File: src/rtl/nibble_serial_adder_if.sv
// Operand/result bundle for the nibble-serial adder: an operand handshake in
// and a result handshake out, both with the same valid/ready rules.
interface nibble_serial_adder_if #(
  parameter int WIDTH = 16
);
  // valid/ready: a transfer happens on a rising clk edge where both are high;
  // the sender holds its data stable while valid is high and ready is low, and
  // neither ready nor valid depends combinationally on the other side.
  logic             in_valid;
  logic             in_ready;
  logic [WIDTH-1:0] a;
  logic [WIDTH-1:0] b;
  logic             ci;
  logic             out_valid;
  logic             out_ready;
  logic [WIDTH-1:0] sum;
  logic             co;

  modport master (
    output in_valid, a, b, ci, out_ready,
    input  in_ready, out_valid, sum, co
  );

  modport slave (
    input  in_valid, a, b, ci, out_ready,
    output in_ready, out_valid, sum, co
  );
endinterface

File: src/rtl/nibble_serial_adder.sv
// WIDTH-bit adder that walks the operands one nibble per clock through a single
// 4-bit carry-lookahead slice, carrying between nibbles in a register.
module nibble_serial_adder #(
  parameter int WIDTH = 16
) (
  input  logic                clk,
  input  logic                rst_n,
  nibble_serial_adder_if.slave bus,
  output logic [1:0]          state_o
);
  localparam int N  = WIDTH / 4;
  localparam int IW = (N > 1) ? $clog2(N) : 1;

  typedef enum logic [1:0] {
    IDLE = 2'd0,
    ADD  = 2'd1,
    DONE = 2'd2
  } state_t;

  state_t           state_q;
  logic [WIDTH-1:0] a_q, b_q;
  logic [WIDTH-1:0] work_q, work_d;
  logic [WIDTH-1:0] sum_q;
  logic             co_q;
  logic             carry_q;
  logic [IW-1:0]    idx_q;

  logic [3:0] a_nib, b_nib, p, g, s_nib;
  logic [4:0] c;

  // Lookahead carries for the current nibble, seeded by the registered carry.
  always_comb begin
    a_nib = a_q[{idx_q, 2'b00} +: 4];
    b_nib = b_q[{idx_q, 2'b00} +: 4];
    p     = a_nib ^ b_nib;
    g     = a_nib & b_nib;
    c[0]  = carry_q;
    c[1]  = g[0] | (p[0] & c[0]);
    c[2]  = g[1] | (p[1] & g[0]) | (p[1] & p[0] & c[0]);
    c[3]  = g[2] | (p[2] & g[1]) | (p[2] & p[1] & g[0]) | (p[2] & p[1] & p[0] & c[0]);
    c[4]  = g[3] | (p[3] & g[2]) | (p[3] & p[2] & g[1]) | (p[3] & p[2] & p[1] & g[0])
          | (p[3] & p[2] & p[1] & p[0] & c[0]);
    s_nib = p ^ c[3:0];
    work_d = work_q;
    work_d[{idx_q, 2'b00} +: 4] = s_nib;
  end

  always_ff @(posedge clk or negedge rst_n) begin
    if (!rst_n) begin
      state_q <= IDLE;
      a_q     <= '0;
      b_q     <= '0;
      work_q  <= '0;
      sum_q   <= '0;
      co_q    <= 1'b0;
      carry_q <= 1'b0;
      idx_q   <= '0;
    end else begin
      case (state_q)
        IDLE: begin
          if (bus.in_valid) begin
            a_q     <= bus.a;
            b_q     <= bus.b;
            carry_q <= bus.ci;
            idx_q   <= '0;
            state_q <= ADD;
          end
        end
        ADD: begin
          work_q  <= work_d;
          carry_q <= c[4];
          if (idx_q == IW'(N - 1)) begin
            sum_q   <= work_d;
            co_q    <= c[4];
            state_q <= DONE;
          end else begin
            idx_q <= idx_q + 1'b1;
          end
        end
        DONE: begin
          if (bus.out_ready) state_q <= IDLE;
        end
        default: state_q <= IDLE;
      endcase
    end
  end

  assign bus.in_ready  = (state_q == IDLE);
  assign bus.out_valid = (state_q == DONE);
  assign bus.sum       = sum_q;
  assign bus.co        = co_q;
  assign state_o       = state_q;
endmodule

File: src/flat_wrapper.sv
// flat-port wrapper written by rule: the top's interface ports become plain ports
module nibble_serial_adder_flat 
#(
  parameter int WIDTH = 16
)
  (clk, rst_n, state_o, bus_in_valid, bus_a, bus_b, bus_ci, bus_out_ready, bus_in_ready, bus_out_valid, bus_sum, bus_co);
  nibble_serial_adder_if #(.WIDTH(WIDTH)) bus_i ();
  input  logic clk;
  input  logic rst_n;
  output logic [1:0] state_o;
  input wire logic [$bits(bus_i.in_valid)-1:0] bus_in_valid;
  input wire logic [$bits(bus_i.a)-1:0] bus_a;
  input wire logic [$bits(bus_i.b)-1:0] bus_b;
  input wire logic [$bits(bus_i.ci)-1:0] bus_ci;
  input wire logic [$bits(bus_i.out_ready)-1:0] bus_out_ready;
  output wire logic [$bits(bus_i.in_ready)-1:0] bus_in_ready;
  output wire logic [$bits(bus_i.out_valid)-1:0] bus_out_valid;
  output wire logic [$bits(bus_i.sum)-1:0] bus_sum;
  output wire logic [$bits(bus_i.co)-1:0] bus_co;
  assign bus_i.in_valid = bus_in_valid;
  assign bus_i.a = bus_a;
  assign bus_i.b = bus_b;
  assign bus_i.ci = bus_ci;
  assign bus_i.out_ready = bus_out_ready;
  assign bus_in_ready = bus_i.in_ready;
  assign bus_out_valid = bus_i.out_valid;
  assign bus_sum = bus_i.sum;
  assign bus_co = bus_i.co;
  nibble_serial_adder #(.WIDTH(WIDTH)) u_core (.clk(clk), .rst_n(rst_n), .bus(bus_i), .state_o(state_o));
endmodule
File: config.mk
export PLATFORM = sky130hd
export DESIGN_NAME = nibble_serial_adder_flat
export DESIGN_NICKNAME = d
export VERILOG_FILES = /design/src/rtl/nibble_serial_adder_if.sv /design/src/rtl/nibble_serial_adder.sv /design/src/flat_wrapper.sv
export SDC_FILE = /design/constraint.sdc
export NUM_CORES = 1
export LEC_CHECK = 0
export BUFFER_PORTS_ARGS = -buffer_cell sky130_fd_sc_hd__buf_4
export CAP_MARGIN = 20
export CELL_PAD_IN_SITES_DETAIL_PLACEMENT = 0
export CELL_PAD_IN_SITES_GLOBAL_PLACEMENT = 2
export CORE_MARGIN = 2
export CORE_UTILIZATION = 34
export DETAILED_ROUTE_END_ITERATION = 6
export GPL_TIMING_DRIVEN = 0
export PLACE_DENSITY_LB_ADDON = 0.1
export SYNTH_ARGS = -nofsm -noshare
export SYNTH_HDL_FRONTEND = slang
export SYNTH_SLANG_ARGS = --single-unit
File: constraint.sdc
create_clock -name clk -period 2.51 [get_ports clk]
set_input_delay 0.251 -clock clk [delete_from_list [all_inputs] [get_ports clk]]
set_output_delay 0.251 -clock clk [all_outputs]
set_load 0.05 [all_outputs]
Yosys cells after proc, flatten, opt, wreduce, memory -nomap -nowiden
Index checks and enable logic that the tools add are counted.
- flip-flop bits (word level): 70
- word-level logic and storage cells: 67
- add/sub/neg operators: 2
- eq/ne operators: 7
- shifts and indexed selects: 4
- muxes and demuxes: 10
- bitwise gates (word level): 29
- reduce and logical (&&, ||, !) cells: 7
- operators by type and width (kind ; count):
    $shiftx 16x5->4 ; 2
    $and 1x1->1 ; 16
    $bwmux 16 ; 1
    $shift 4x6->16 const A ; 1
    $shiftx 4x6->16 ; 1
    $mux 2 ; 5
    $or 1x1->1 ; 10
    $xor 4x4->4 ; 2
    $ne 2x2->1 const B ; 3
    $neg 4->6 ; 1
    $pmux 2 s3 ; 1
    $reduce_and 2->1 ; 3
    $reduce_and 3->1 ; 2
    $and 4x4->4 ; 1
    $eq 2x2->1 const B ; 2
    $pmux 2 s2 ; 1
    $add 2x1->2 const B ; 1
    $eq 2x1->1 const B ; 1
    $logic_not 2->1 ; 1
    $ne 2x1->1 const B ; 1
    $pmux 1 s2 ; 1
    $reduce_bool 2->1 ; 1
    $mux 1 ; 1

Longest topological paths before layout
Gate-level depths: netlist (run 1).
- word-level depth: 9
- gate-level depth with buffers: 8
- mapped depth without buffers: 6

Worst setup path before layout (run 1)
Ideal clock, no wire load.
- kind: register to register
- from: reg u_core.idx_q[0]
- to: reg u_core.work_q[6]
- library setup time: 0.122 ns
- data arrival time: 2.481 ns
- required time: 2.388 ns
- setup slack: -0.092 ns
- stages on the path, launching flop included: 8
- buffers on the path: 1
- period minus slack after synthesis: 2.602 ns
- cells stage by stage: dfrtp_1 -> buf_2 -> mux4_2 -> ha_1 -> a21o_1 -> a21oi_4 -> xnor2_1 -> a32o_1
- cells in the longest elaborated chain, start to end: 9
- ends and longest elaborated chain (what ; line ; source):
    from (decl) ; nibble_serial_adder.sv:26 ; logic [IW-1:0] idx_q;
    from (signal assigned) ; nibble_serial_adder.sv:77 ; idx_q <= idx_q + 1'b1;
    $shiftx 16x5->4 (on tied branches) ; nibble_serial_adder.sv:33, nibble_serial_adder.sv:34 ;
    $xor 4x4->4 / $and 4x4->4 (equally long branches) ; nibble_serial_adder.sv:35, nibble_serial_adder.sv:36 ;
    $and 1x1->1 ; nibble_serial_adder.sv:40 ; c[3] = g[2] | (p[2] & g[1]) | (p[2] & p[1] & g[0]) | (p[2] & p[1] & p[0] & c[0]);
    $or 1x1->1 / $and 1x1->1 (equally long branches) (2 in series) ; nibble_serial_adder.sv:40 ;
    $or 1x1->1 ; nibble_serial_adder.sv:40 ;
    $xor 4x4->4 ; nibble_serial_adder.sv:43 ; s_nib = p ^ c[3:0];
    $shiftx 4x6->16 ; nibble_serial_adder.sv:45 ; work_d[{idx_q, 2'b00} +: 4] = s_nib;
    $bwmux 16 * ; nibble_serial_adder.sv:45 ;
    to (signal assigned) ; nibble_serial_adder.sv:70 ; work_q <= work_d;
    to (decl) ; nibble_serial_adder.sv:22 ; logic [WIDTH-1:0] work_q, work_d;
Every way passes the cells marked *; elsewhere a longest branch is shown, timed or not.
A chain may end at the register's enable or synchronous reset.

Worst setup path after layout (run 1)
- from: reg u_core.idx_q[0]
- to: reg u_core.work_q[7]
The elaborated chain is that of the path after synthesis.

==> flow_metrics.py, run 1 <==
metrics = {
    "setup_path": {
        "r2r_worst_path_depth": 8,
        "kind_of_start_point_of_the_critical_path": "register",
        "worstPathCellList": "buf_12, mux4_2, ha_1, buf_6, a41oi_2, o21a_2, xnor2_4, a32o_1",
        "cp-startpoint": "u_core.idx_q[0]",
        "crit-reg2reg-capture": "u_core.work_q[7]",
        "critical_path.slowest_cell": "sky130_fd_sc_hd__mux4_2",
        "ff2ff_setup_slack_ns": 0.05,
        "crit_family": "compound AO/OA/AOI/OAI gates",
        "largest_fanout_of_any_net_on_the_critical_path": 10,
        "worstReg2RegStart": "u_core.idx_q[0]",
        "path_buf_inv": 2,
        "critical_path_at_ns": 2.69,
        "crit_type": "reg2reg",
        "critical_path.endpoint_type": "register",
        "crit_required_ns": 2.74,
        "max_stage_delay_ns": 0.52,
    },
    "timing": {
        "unrepaired_setup_endpoints_after_global_routing": "true",
        "fin_worst_hold_slack_ns": 0.0211,
        "period_utilization_pct": 98.1,
        "post-route-min-period_ns": 2.46,
        "slew_headroom_pct": 39.1,
        "postLayoutSetupSlackWorst_ns": 0.0478,
        "setup_total_negative_slack_ns": 0,
        "timing_hold_violations_final": 0,
        "fin_worst_skew_ns": 0.0122,
        "slew_viol_final": 0,
        "tightestPinTransition_ns": 0.914,
        "report.final.setup_viol": 0,
        "achievable-frequency_ghz": 0.406,
    },
    "die": {
        "die-width_um": 104,
        "floorplan.initialDensity_pct": 35.0,
        "die_height_um": 104,
        "die_area_mm2": 0.0108,
        "number_of_ports_placed_on_the_die_boundary": 58,
        "placementRows": 36,
        "standard_cell_core_area_mm2": 0.00973,
    },
    "yosys": {
        "synth_top_area_share_pct": 51.4,
        "synth_async_sr_flop_share_pct": 100,
        "mappedNetlistArea_mm2": 0.00341,
        "synth.yosys.warnings": 0,
        "yosys_register_bits": 70,
        "synth-compound-area-share_pct": 13.1,
        "synth_cells": 270,
        "number_of_flops_mapped_to_enable_cells_by_yosys": 0,
        "post_synth_num_cell_types": 45,
        "yosys.area_share.xor_xnor_pct": 1.03,
        "mappedNetlistNets": 319,
        "synth_top_family_by_area": "multiplexers",
        "yosys.area_share.adder_pct": 4.63,
        "synth.most_common_cell": "sky130_fd_sc_hd__dfrtp_1",
        "synth_area_per_cell_um2": 12.6,
        "post_synth_most_frequent_cells": "sky130_fd_sc_hd__dfrtp_1 (70), sky130_fd_sc_hd__mux2_2 (31), sky130_fd_sc_hd__nor2_1 (22), sky130_fd_sc_hd__a32o_1 (12), sky130_fd_sc_hd__ha_1 (11)",
        "synth_seq_area_share_pct": 51.4,
        "synthDominantAreaCellType": "sky130_fd_sc_hd__dfrtp_1",
        "synth-simple-area-share_pct": 9.26,
        "synth_mux_area_share_pct": 17.0,
        "synth.area.top_cells": "sky130_fd_sc_hd__dfrtp_1 (51%), sky130_fd_sc_hd__mux2_2 (10%), sky130_fd_sc_hd__mux4_2 (5.3%), sky130_fd_sc_hd__ha_1 (4.0%), sky130_fd_sc_hd__a32o_1 (3.5%)",
        "top_flip_flop_cell_by_instance_count_after_synthesis": "sky130_fd_sc_hd__dfrtp_1",
    },
    "clock_network": {
        "clock_latency_ns": 0.35,
        "cts.sinks": 70,
        "max-clock-path-buffers": 2,
        "clk_pin_slew_worst_paths_ns": 0.08,
        "cts_htree_levels": 3,
        "tritoncts": "built",
        "cts-root-buf": "sky130_fd_sc_hd__clkbuf_8",
        "number_of_buffers_created_by_cts": 9,
    },
    "global_routing": {
        "grt_start_max_net_pins": 71,
        "grt_antenna_before_repair": 0,
        "grt_first_pass_wirelength_mm": 13.5,
        "overflow": 0,
        "grt_pass1_vias": 2491,
        "groute.usage.overall_pct": 15.8,
    },
    "place": {
        "post-place-ws_ns": -0.478,
        "hpwl_mm": 5.72,
        "port_buffers": 57,
        "routabilityCongestion": 0.768,
        "numPlacedInstances": 460,
    },
    "job": {
        "cap_viol_max_count": 0,
    },
    "final_layout": {
        "drive_above_1_share_pct": 42.3,
        "layoutNonFillerInstCount": 478,
        "finish.net_count": 389,
        "antenna-diode-count": 0,
        "synthToLayoutAreaGrowth_pct": 27.9,
        "fillerInstances": 969,
    },
    "hold_path": {
        "min-delay-path-class": "in2async",
    },
    "route": {
        "firstDrtPassIters": 5,
        "detail-route-antenna-nets": 0,
        "routed-via-count": 2432,
        "vias_per_cell": 5.09,
        "dr.first_iter.drc_count": 61,
        "drc": 0,
        "routed_wirelength_mm": 8.05,
        "route.detailed.wl_per_inst_um": 16.8,
    },
    "run_status": {
        "outcome": "completed",
    },
}
## cell type report
type | count | area (um^2) | share of cell area (%)
flip-flops and latches | 70 | 1750 | 40.2
well taps | 133 | 166 | 3.82
repair buffers | 60 | 463 | 10.6
clock buffers | 10 | 138 | 3.16
clock inverters | 6 | 61.3 | 1.41
multi-input cells | 174 | 1630 | 37.4
inverters | 10 | 41.3 | 0.948
plain buffers | 15 | 104 | 2.38
## registers in the layout, summed over array words and instances (netlist names)
register	cells
u_core.bus.sum	16
u_core.idx_q	2
u_core.carry_q	1
u_core.a_q	16
u_core.bus.co	1
u_core.state_o	2
u_core.b_q	16
u_core.work_q	16
## cell families after synthesis
logic type | Yosys count
DFF | 70
muxes | 44
xor gates and xnor gates | 4
AOI/OAI and AO/OA | 54
and+or+nand+nor | 60
adders and majority gates | 12
buffers and inverters | 26
## stage by stage
step / util, % / cell area, um^2
floorplan: - / 3410
global placement: 41.2 / 4010
detailed placement: 41.2 / 4010
CTS: 44.2 / 4300
global route: 44.8 / 4360
finish: 44.8 / 4360
## timing repair
item,in CTS,in global routing
pin swaps,1,3
hold buffers,0,0
setup buffers,2,1
resized for setup,12,10
setup endpoints to repair,34,21
## routing by layer
| layer | track usage, % | wire length (um) | vias to the layer above |
|---|---|---|---|
| li1 | - | - | 1148 |
| met1 | 21.1 | 3590 | 1224 |
| met2 | 25.8 | 4020 | 56 |
| met3 | 4.26 | 378 | 4 |
| met4 | 3.76 | 59 | 0 |
| met5 | 0 | 0 | - |
## worst max path at each step
stage	end	slack, ns	depth (start not counted)
global placement	u_core.bus.sum[3]	-0.48	8
detailed placement	u_core.work_q[1]	-0.48	6
floorplan	u_core.work_q[6]	0.02	7
CTS	u_core.work_q[5]	-0.004	6
global route	u_core.work_q[15]	-0.04	8
finish	u_core.work_q[7]	0.05	8
## layout by cell type (no fill, tap or decap), types with 5 or more instances in the layout
cell type                  count
sky130_fd_sc_hd__dfrtp_1      69
sky130_fd_sc_hd__mux4_2        8
sky130_fd_sc_hd__a22o_1        5
sky130_fd_sc_hd__nand2b_1      7
sky130_fd_sc_hd__clkbuf_8     10
sky130_fd_sc_hd__nand3_1       8
sky130_fd_sc_hd__nand2_1       9
sky130_fd_sc_hd__ha_1         10
sky130_fd_sc_hd__inv_1         8
sky130_fd_sc_hd__mux2_2       31
sky130_fd_sc_hd__buf_2         7
sky130_fd_sc_hd__a21oi_1       7
sky130_fd_sc_hd__a221oi_1      8
sky130_fd_sc_hd__a32o_1       12
sky130_fd_sc_hd__buf_4        62
sky130_fd_sc_hd__nor2_1       22
Power of run 1 is not shown: default switching activity piles up to over one toggle a cycle in this logic, so the estimate is an artifact.
==> run 2: changes to the inputs <==
Settings changed: ABC_AREA from default to 1, CORE_UTILIZATION 34 to 31, SETUP_SLACK_MARGIN from default to 0.15.
==> flow_metrics.py, run 2 <==
metrics = {
    "yosys": {
        "synth_top_area_share_pct": 51.6,
        "mappedNetlistArea_mm2": 0.00339,
        "synthDominantAreaCellType": "sky130_fd_sc_hd__dfrtp_1",
        "yosys_register_bits": 70,
        "number_of_flops_mapped_to_enable_cells_by_yosys": 0,
        "top_flip_flop_cell_by_instance_count_after_synthesis": "sky130_fd_sc_hd__dfrtp_1",
        "synth_area_per_cell_um2": 9.53,
        "synth_seq_area_share_pct": 51.6,
        "synth.area.top_cells": "sky130_fd_sc_hd__dfrtp_1 (52%), sky130_fd_sc_hd__nand2_1 (12%), sky130_fd_sc_hd__mux2_2 (9.6%), sky130_fd_sc_hd__o21ai_0 (4.3%), sky130_fd_sc_hd__ha_1 (4.1%)",
        "synth_cells": 356,
        "synth.yosys.warnings": 0,
        "synth.most_common_cell": "sky130_fd_sc_hd__nand2_1",
        "synth_async_sr_flop_share_pct": 100,
        "mappedNetlistNets": 405,
        "post_synth_num_cell_types": 31,
        "post_synth_most_frequent_cells": "sky130_fd_sc_hd__nand2_1 (110), sky130_fd_sc_hd__dfrtp_1 (70), sky130_fd_sc_hd__mux2_2 (29), sky130_fd_sc_hd__o21ai_0 (29), sky130_fd_sc_hd__inv_1 (25)",
    },
    "global_routing": {
        "grt_pass1_vias": 2793,
        "grt_first_pass_wirelength_mm": 14.1,
        "grt_antenna_before_repair": 0,
        "overflow": 0,
        "grt_start_max_net_pins": 71,
        "groute.usage.overall_pct": 15.7,
    },
    "power": {
        "finalPower_uw": 6820,
        "pwr_density_cell_mw_per_mm2": 1550,
        "switching_power_uw": 3180,
        "combinationalPowerShare_pct": 59.4,
        "clock_power_share_pct": 12.5,
        "seq_power_share_pct": 28.0,
        "power_leakage_uw": 0.00219,
        "max-vdd-ir-drop_uv": 508,
        "internal-power_uw": 3640,
        "p_sw_share_pct": 46.6,
    },
    "clock_network": {
        "cts.sinks": 70,
        "clk_pin_slew_worst_paths_ns": 0.08,
        "clock_latency_ns": 0.34,
        "cts.hold.buffers_added": 0,
        "cts-root-buf": "sky130_fd_sc_hd__clkbuf_8",
        "number_of_buffers_created_by_cts": 9,
        "tritoncts": "built",
        "cts_htree_levels": 3,
        "max-clock-path-buffers": 2,
    },
    "timing": {
        "tightestPinTransition_ns": 0.906,
        "unrepaired_setup_endpoints_after_global_routing": "true",
        "slew_viol_final": 0,
        "achievable-frequency_ghz": 0.454,
        "slew_headroom_pct": 39.6,
        "period_utilization_pct": 87.8,
        "fin_worst_hold_slack_ns": 0.0335,
        "report.final.setup_viol": 0,
        "timing_hold_violations_final": 0,
        "post-route-min-period_ns": 2.20,
        "fin_worst_skew_ns": 0.0103,
    },
    "final_layout": {
        "drive_above_1_share_pct": 34.9,
        "fillerInstances": 1117,
        "final_core_util_pct": 41.0,
        "finish.net_count": 482,
        "final_common_cell": "sky130_fd_sc_hd__nand2_1",
        "antenna-diode-count": 0,
        "synthToLayoutAreaGrowth_pct": 29.8,
        "layout.cells.most_common_list": "sky130_fd_sc_hd__nand2_1 (109), sky130_fd_sc_hd__dfrtp_1 (68), sky130_fd_sc_hd__buf_4 (66)",
    },
    "setup_path": {
        "crit_type": "reg2reg",
        "max_stage_delay_ns": 0.47,
        "worstPathCellList": "buf_6, o21ai_1, o22ai_2, ha_1, nand3_1, nand4_1, nand2_2, nand2_1, nor2_2, nand2_1, nand2_1, nand2_1, nand2_1",
        "kind_of_start_point_of_the_critical_path": "register",
        "critical_path_at_ns": 2.49,
        "critical_path.endpoint_type": "register",
        "crit_required_ns": 2.79,
        "r2r_worst_path_depth": 13,
        "critical_path.most_common_cell": "sky130_fd_sc_hd__nand2_1",
        "critical_path.slowest_cell": "sky130_fd_sc_hd__dfrtp_2",
        "largest_fanout_of_any_net_on_the_critical_path": 10,
    },
    "route": {
        "routed_wirelength_mm": 8.53,
        "routed-via-count": 2681,
        "firstDrtPassIters": 4,
        "route.detailed.wl_per_inst_um": 14.8,
        "vias_per_cell": 4.64,
        "detail-route-antenna-nets": 0,
        "dr.first_iter.drc_count": 79,
        "drc": 0,
    },
    "die": {
        "standard_cell_core_area_mm2": 0.0107,
        "die-width_um": 109,
        "floorplan.initialDensity_pct": 31.6,
        "die_height_um": 109,
        "die_area_mm2": 0.0118,
        "placementRows": 38,
        "number_of_ports_placed_on_the_die_boundary": 58,
    },
    "hold_path": {
        "min-delay-path-class": "in2async",
    },
    "job": {
        "cap_viol_max_count": 0,
    },
    "place": {
        "port_buffers": 57,
        "hpwl_mm": 5.83,
        "routabilityCongestion": 0.767,
    },
    "run_status": {
        "outcome": "completed",
    },
}
## run 2: timing repair
| action | 4_1_cts | 5_1_grt |
|---|---|---|
| setup buffers | 3 | 5 |
| gates cloned | 0 | 1 |
| resized for setup | 21 | 28 |
| pin swaps | 2 | 5 |
| setup endpoints to repair | 34 | 28 |
## run 2: power groups by stage
stage               Sequential (uW)  Combinational (uW)  Clock (uW)
finish                         1910                4050         856
global route                   1980                4500         947
CTS                            1910                3770         901
detailed placement             1950                3500           0
global placement               1940                3480           0
floorplan                      2290                2080           0
## run 2: cells by family (layout without fill, tap and decap cells)
kind of cell	after synthesis	count (layout)	share of synthesized area [%]
fa+ha+maj	12	12	4.65
compound gates	50	50	8.37
buf+inv	40	122	5.64
xor+xnor	1	1	0.258
flops	70	70	51.6
mux	33	33	11.3
simple gates	150	150	18.2
## run 2: metrics by stage
step	instances	setup TNS (ns)	setup slack, ns	area, um^2
6_report	578	0	0.305	4400
5_1_grt	578	0	0.0883	4400
4_1_cts	572	0	0.155	4280
3_5_place_dp	553	-8.39	-0.371	4000
3_3_place_gp	553	-8.35	-0.379	4000
2_1_floorplan	356	0	0.349	3390
## run 2: final cells by class
cell class              instances  area (um^2)  share of cell area, %
multi-input cells             246         1540                   35.0
clock inverters                 6         45.0                   1.02
inverters                      28          111                   2.53
plain buffers                  12          125                   2.84
repair buffers                 66          513                   11.6
clock buffers                  10          138                   3.13
flip-flops and latches         70         1750                   39.8
well taps                     140          175                   3.98
## run 2: worst max-delay path: cells and delay by family, from the launching register on
family / cells / cell delay, ns
simple gates: 9 / 0.83
flops: 1 / 0.47
compound gates: 2 / 0.37
fa+ha+maj: 1 / 0.29
buf+inv: 1 / 0.19
## run 2: worst paths after layout
kind,end,slack [ns],startpoint
setup / recovery,u_core.bus.sum[6],0.31,u_core.idx_q[0]
hold reg to reg,u_core.bus.sum[15],0.48,u_core.bus.sum[15]
min in group clk,u_core.state_o[1],0.06,bus_out_ready
hold / removal,u_core.bus.sum[3],0.03,rst_n
setup reg to reg,u_core.bus.sum[6],0.31,u_core.idx_q[0]
max in group asynchronous,u_core.idx_q[0],1.85,rst_n
## run 2: layer usage
metal	GRT usage (%)	wire (um)	vias up
li1	-	-	1322
met1	19.7	3820	1306
met2	26.9	4350	44
met3	3.38	269	9
met4	5.13	85	0
met5	0	0	-
Note: power is estimated with default switching activity, not from simulation.
==> run 3: changes to the inputs <==
Settings changed: ABC_AREA 1 to 0, CORE_UTILIZATION 31 to 38.
Clock period 2.51 ns to 2.5 ns, I/O delays scaled along.
==> flow_metrics.py, run 3 (synthesis results as in run 1) <==
metrics = {
    "timing": {
        "achievable-frequency_ghz": 0.416,
        "report.final.setup_viol": 0,
        "post-route-min-period_ns": 2.41,
        "timing_hold_violations_final": 0,
        "fin_worst_hold_slack_ns": 0.0266,
        "tightestPinTransition_ns": 0.898,
        "slew_viol_final": 0,
        "fin_worst_skew_ns": 0.00636,
        "slew_headroom_pct": 40.1,
        "period_utilization_pct": 96.3,
        "unrepaired_setup_endpoints_after_global_routing": "true",
        "postLayoutSetupSlackWorst_ns": 0.0937,
    },
    "setup_path": {
        "largest_fanout_of_any_net_on_the_critical_path": 7,
        "crit_required_ns": 2.78,
        "crit_type": "reg2reg",
        "worstReg2RegStart": "u_core.idx_q[0]",
        "ff2ff_setup_slack_ns": 0.09,
        "crit_family": "multiplexers",
        "path_buf_inv": 2,
        "worstPathCellList": "buf_12, buf_4, mux4_2, ha_4, a41oi_2, o21a_1, xnor2_2, a32o_1",
        "critical_path_at_ns": 2.68,
        "crit_cells": 8,
        "kind_of_start_point_of_the_critical_path": "register",
        "critical_path.endpoint_type": "register",
        "critical_path.slowest_cell": "sky130_fd_sc_hd__mux4_2",
        "crit-reg2reg-capture": "u_core.work_q[11]",
        "cp-startpoint": "u_core.idx_q[0]",
        "setup.worst_path.end": "u_core.work_q[11]",
        "r2r_worst_path_depth": 8,
        "max_stage_delay_ns": 0.54,
    },
    "clock_network": {
        "cts_htree_levels": 3,
        "clk_pin_slew_worst_paths_ns": 0.07,
        "cts.hold.buffers_added": 0,
        "number_of_buffers_created_by_cts": 9,
        "cts-root-buf": "sky130_fd_sc_hd__clkbuf_8",
        "cts.sinks": 70,
        "max-clock-path-buffers": 2,
        "tritoncts": "built",
        "clock_latency_ns": 0.34,
    },
    "die": {
        "floorplan.initialDensity_pct": 39.1,
        "die_area_mm2": 0.00974,
        "die_height_um": 98.7,
        "standard_cell_core_area_mm2": 0.00872,
        "die-width_um": 98.7,
        "placementRows": 34,
        "number_of_ports_placed_on_the_die_boundary": 58,
    },
    "place": {
        "hpwl_mm": 5.47,
        "port_buffers": 57,
        "post-place-ws_ns": -0.450,
        "numPlacedInstances": 435,
        "routabilityCongestion": 0.736,
    },
    "final_layout": {
        "synthToLayoutAreaGrowth_pct": 29.8,
        "final_common_cell": "sky130_fd_sc_hd__dfrtp_1",
        "layoutNonFillerInstCount": 461,
        "finish.net_count": 397,
        "layout.cells.most_common_list": "sky130_fd_sc_hd__dfrtp_1 (69), sky130_fd_sc_hd__buf_4 (68), sky130_fd_sc_hd__mux2_2 (31)",
        "antenna-diode-count": 0,
        "drive_above_1_share_pct": 44.8,
    },
    "route": {
        "routed-via-count": 2477,
        "wl_met2_mm": 3.83,
        "vias_per_cell": 5.37,
        "detail-route-antenna-nets": 0,
        "dr.first_iter.drc_count": 65,
        "route.detailed.wl_per_inst_um": 16.9,
        "routed_wirelength_mm": 7.77,
        "firstDrtPassIters": 4,
        "routed.top_layer": "met4",
        "drc": 0,
        "routed-wl-met3_um": 285,
        "met1Wirelength_mm": 3.54,
    },
    "global_routing": {
        "grt_antenna_before_repair": 0,
        "grt_start_max_net_pins": 71,
        "grt_pass1_vias": 2484,
        "groute.usage.overall_pct": 17.0,
        "overflow": 0,
        "grt_first_pass_wirelength_mm": 12.8,
    },
    "job": {
        "cap_viol_max_count": 0,
    },
    "run_status": {
        "outcome": "completed",
    },
    "hold_path": {
        "min-delay-path-class": "in2async",
    },
}
==> run 3: repair_timing <==
action	4_1_cts	5_1_grt
gates resized for setup	17	9
hold endpoints to repair	0	0
pin swaps	15	12
setup endpoints to repair	34	28
setup buffers	10	1
==> run 3: worst register-to-register path, cell delays in order, from the launching register on <==
cell and delay [ns]:
sky130_fd_sc_hd__dfrtp_2 0.40, sky130_fd_sc_hd__buf_12 0.14, sky130_fd_sc_hd__buf_4 0.12, sky130_fd_sc_hd__mux4_2 0.54, sky130_fd_sc_hd__ha_4 0.34, sky130_fd_sc_hd__a41oi_2 0.12
sky130_fd_sc_hd__o21a_1 0.16, sky130_fd_sc_hd__xnor2_2 0.32, sky130_fd_sc_hd__a32o_1 0.21
==> run 3: layer usage <==
layer / global-route usage, % / up-vias
met3: 3.83 / 12
met4: 6.85 / 0
met1: 22.0 / 1246
met2: 27.7 / 53
met5: 0 / -
li1: - / 1166
==> run 3: metrics by stage <==
step | TNS (ns) | utilization, % | instance area (um^2)
floorplan | 0 | - | 3440
global placement | -9.14 | 45.9 | 4010
detailed placement | -9.05 | 45.9 | 4010
CTS | 0 | 49.9 | 4360
global route | 0 | 50.7 | 4420
finish | 0 | 50.7 | 4420
==> run 3: worst min-delay path by stage <==
stage / depth (start not counted) / slack (ns) / end / startpoint
after floorplan: 0 / -0.05 / u_core.a_q[0] / rst_n
after global placement: 1 / 0.44 / u_core.bus.sum[0] / rst_n
after detailed placement: 1 / 0.44 / u_core.bus.sum[0] / rst_n
after CTS: 1 / 0.07 / u_core.idx_q[0] / rst_n
after global routing: 1 / 0.09 / u_core.bus.sum[1] / rst_n
final: 1 / 0.03 / u_core.bus.sum[0] / rst_n
==> run 3: layout make-up <==
class | count | area (um^2)
buffer | 15 | 104
clock buffer | 11 | 131
clock inverter | 5 | 50.0
fill | 782 | 4300
inverter | 10 | 37.5
multi-input combinational | 174 | 1670
sequential | 70 | 1750
tap | 108 | 135
timing repair buffer | 68 | 543
Power of run 3 is left out for the same reason.
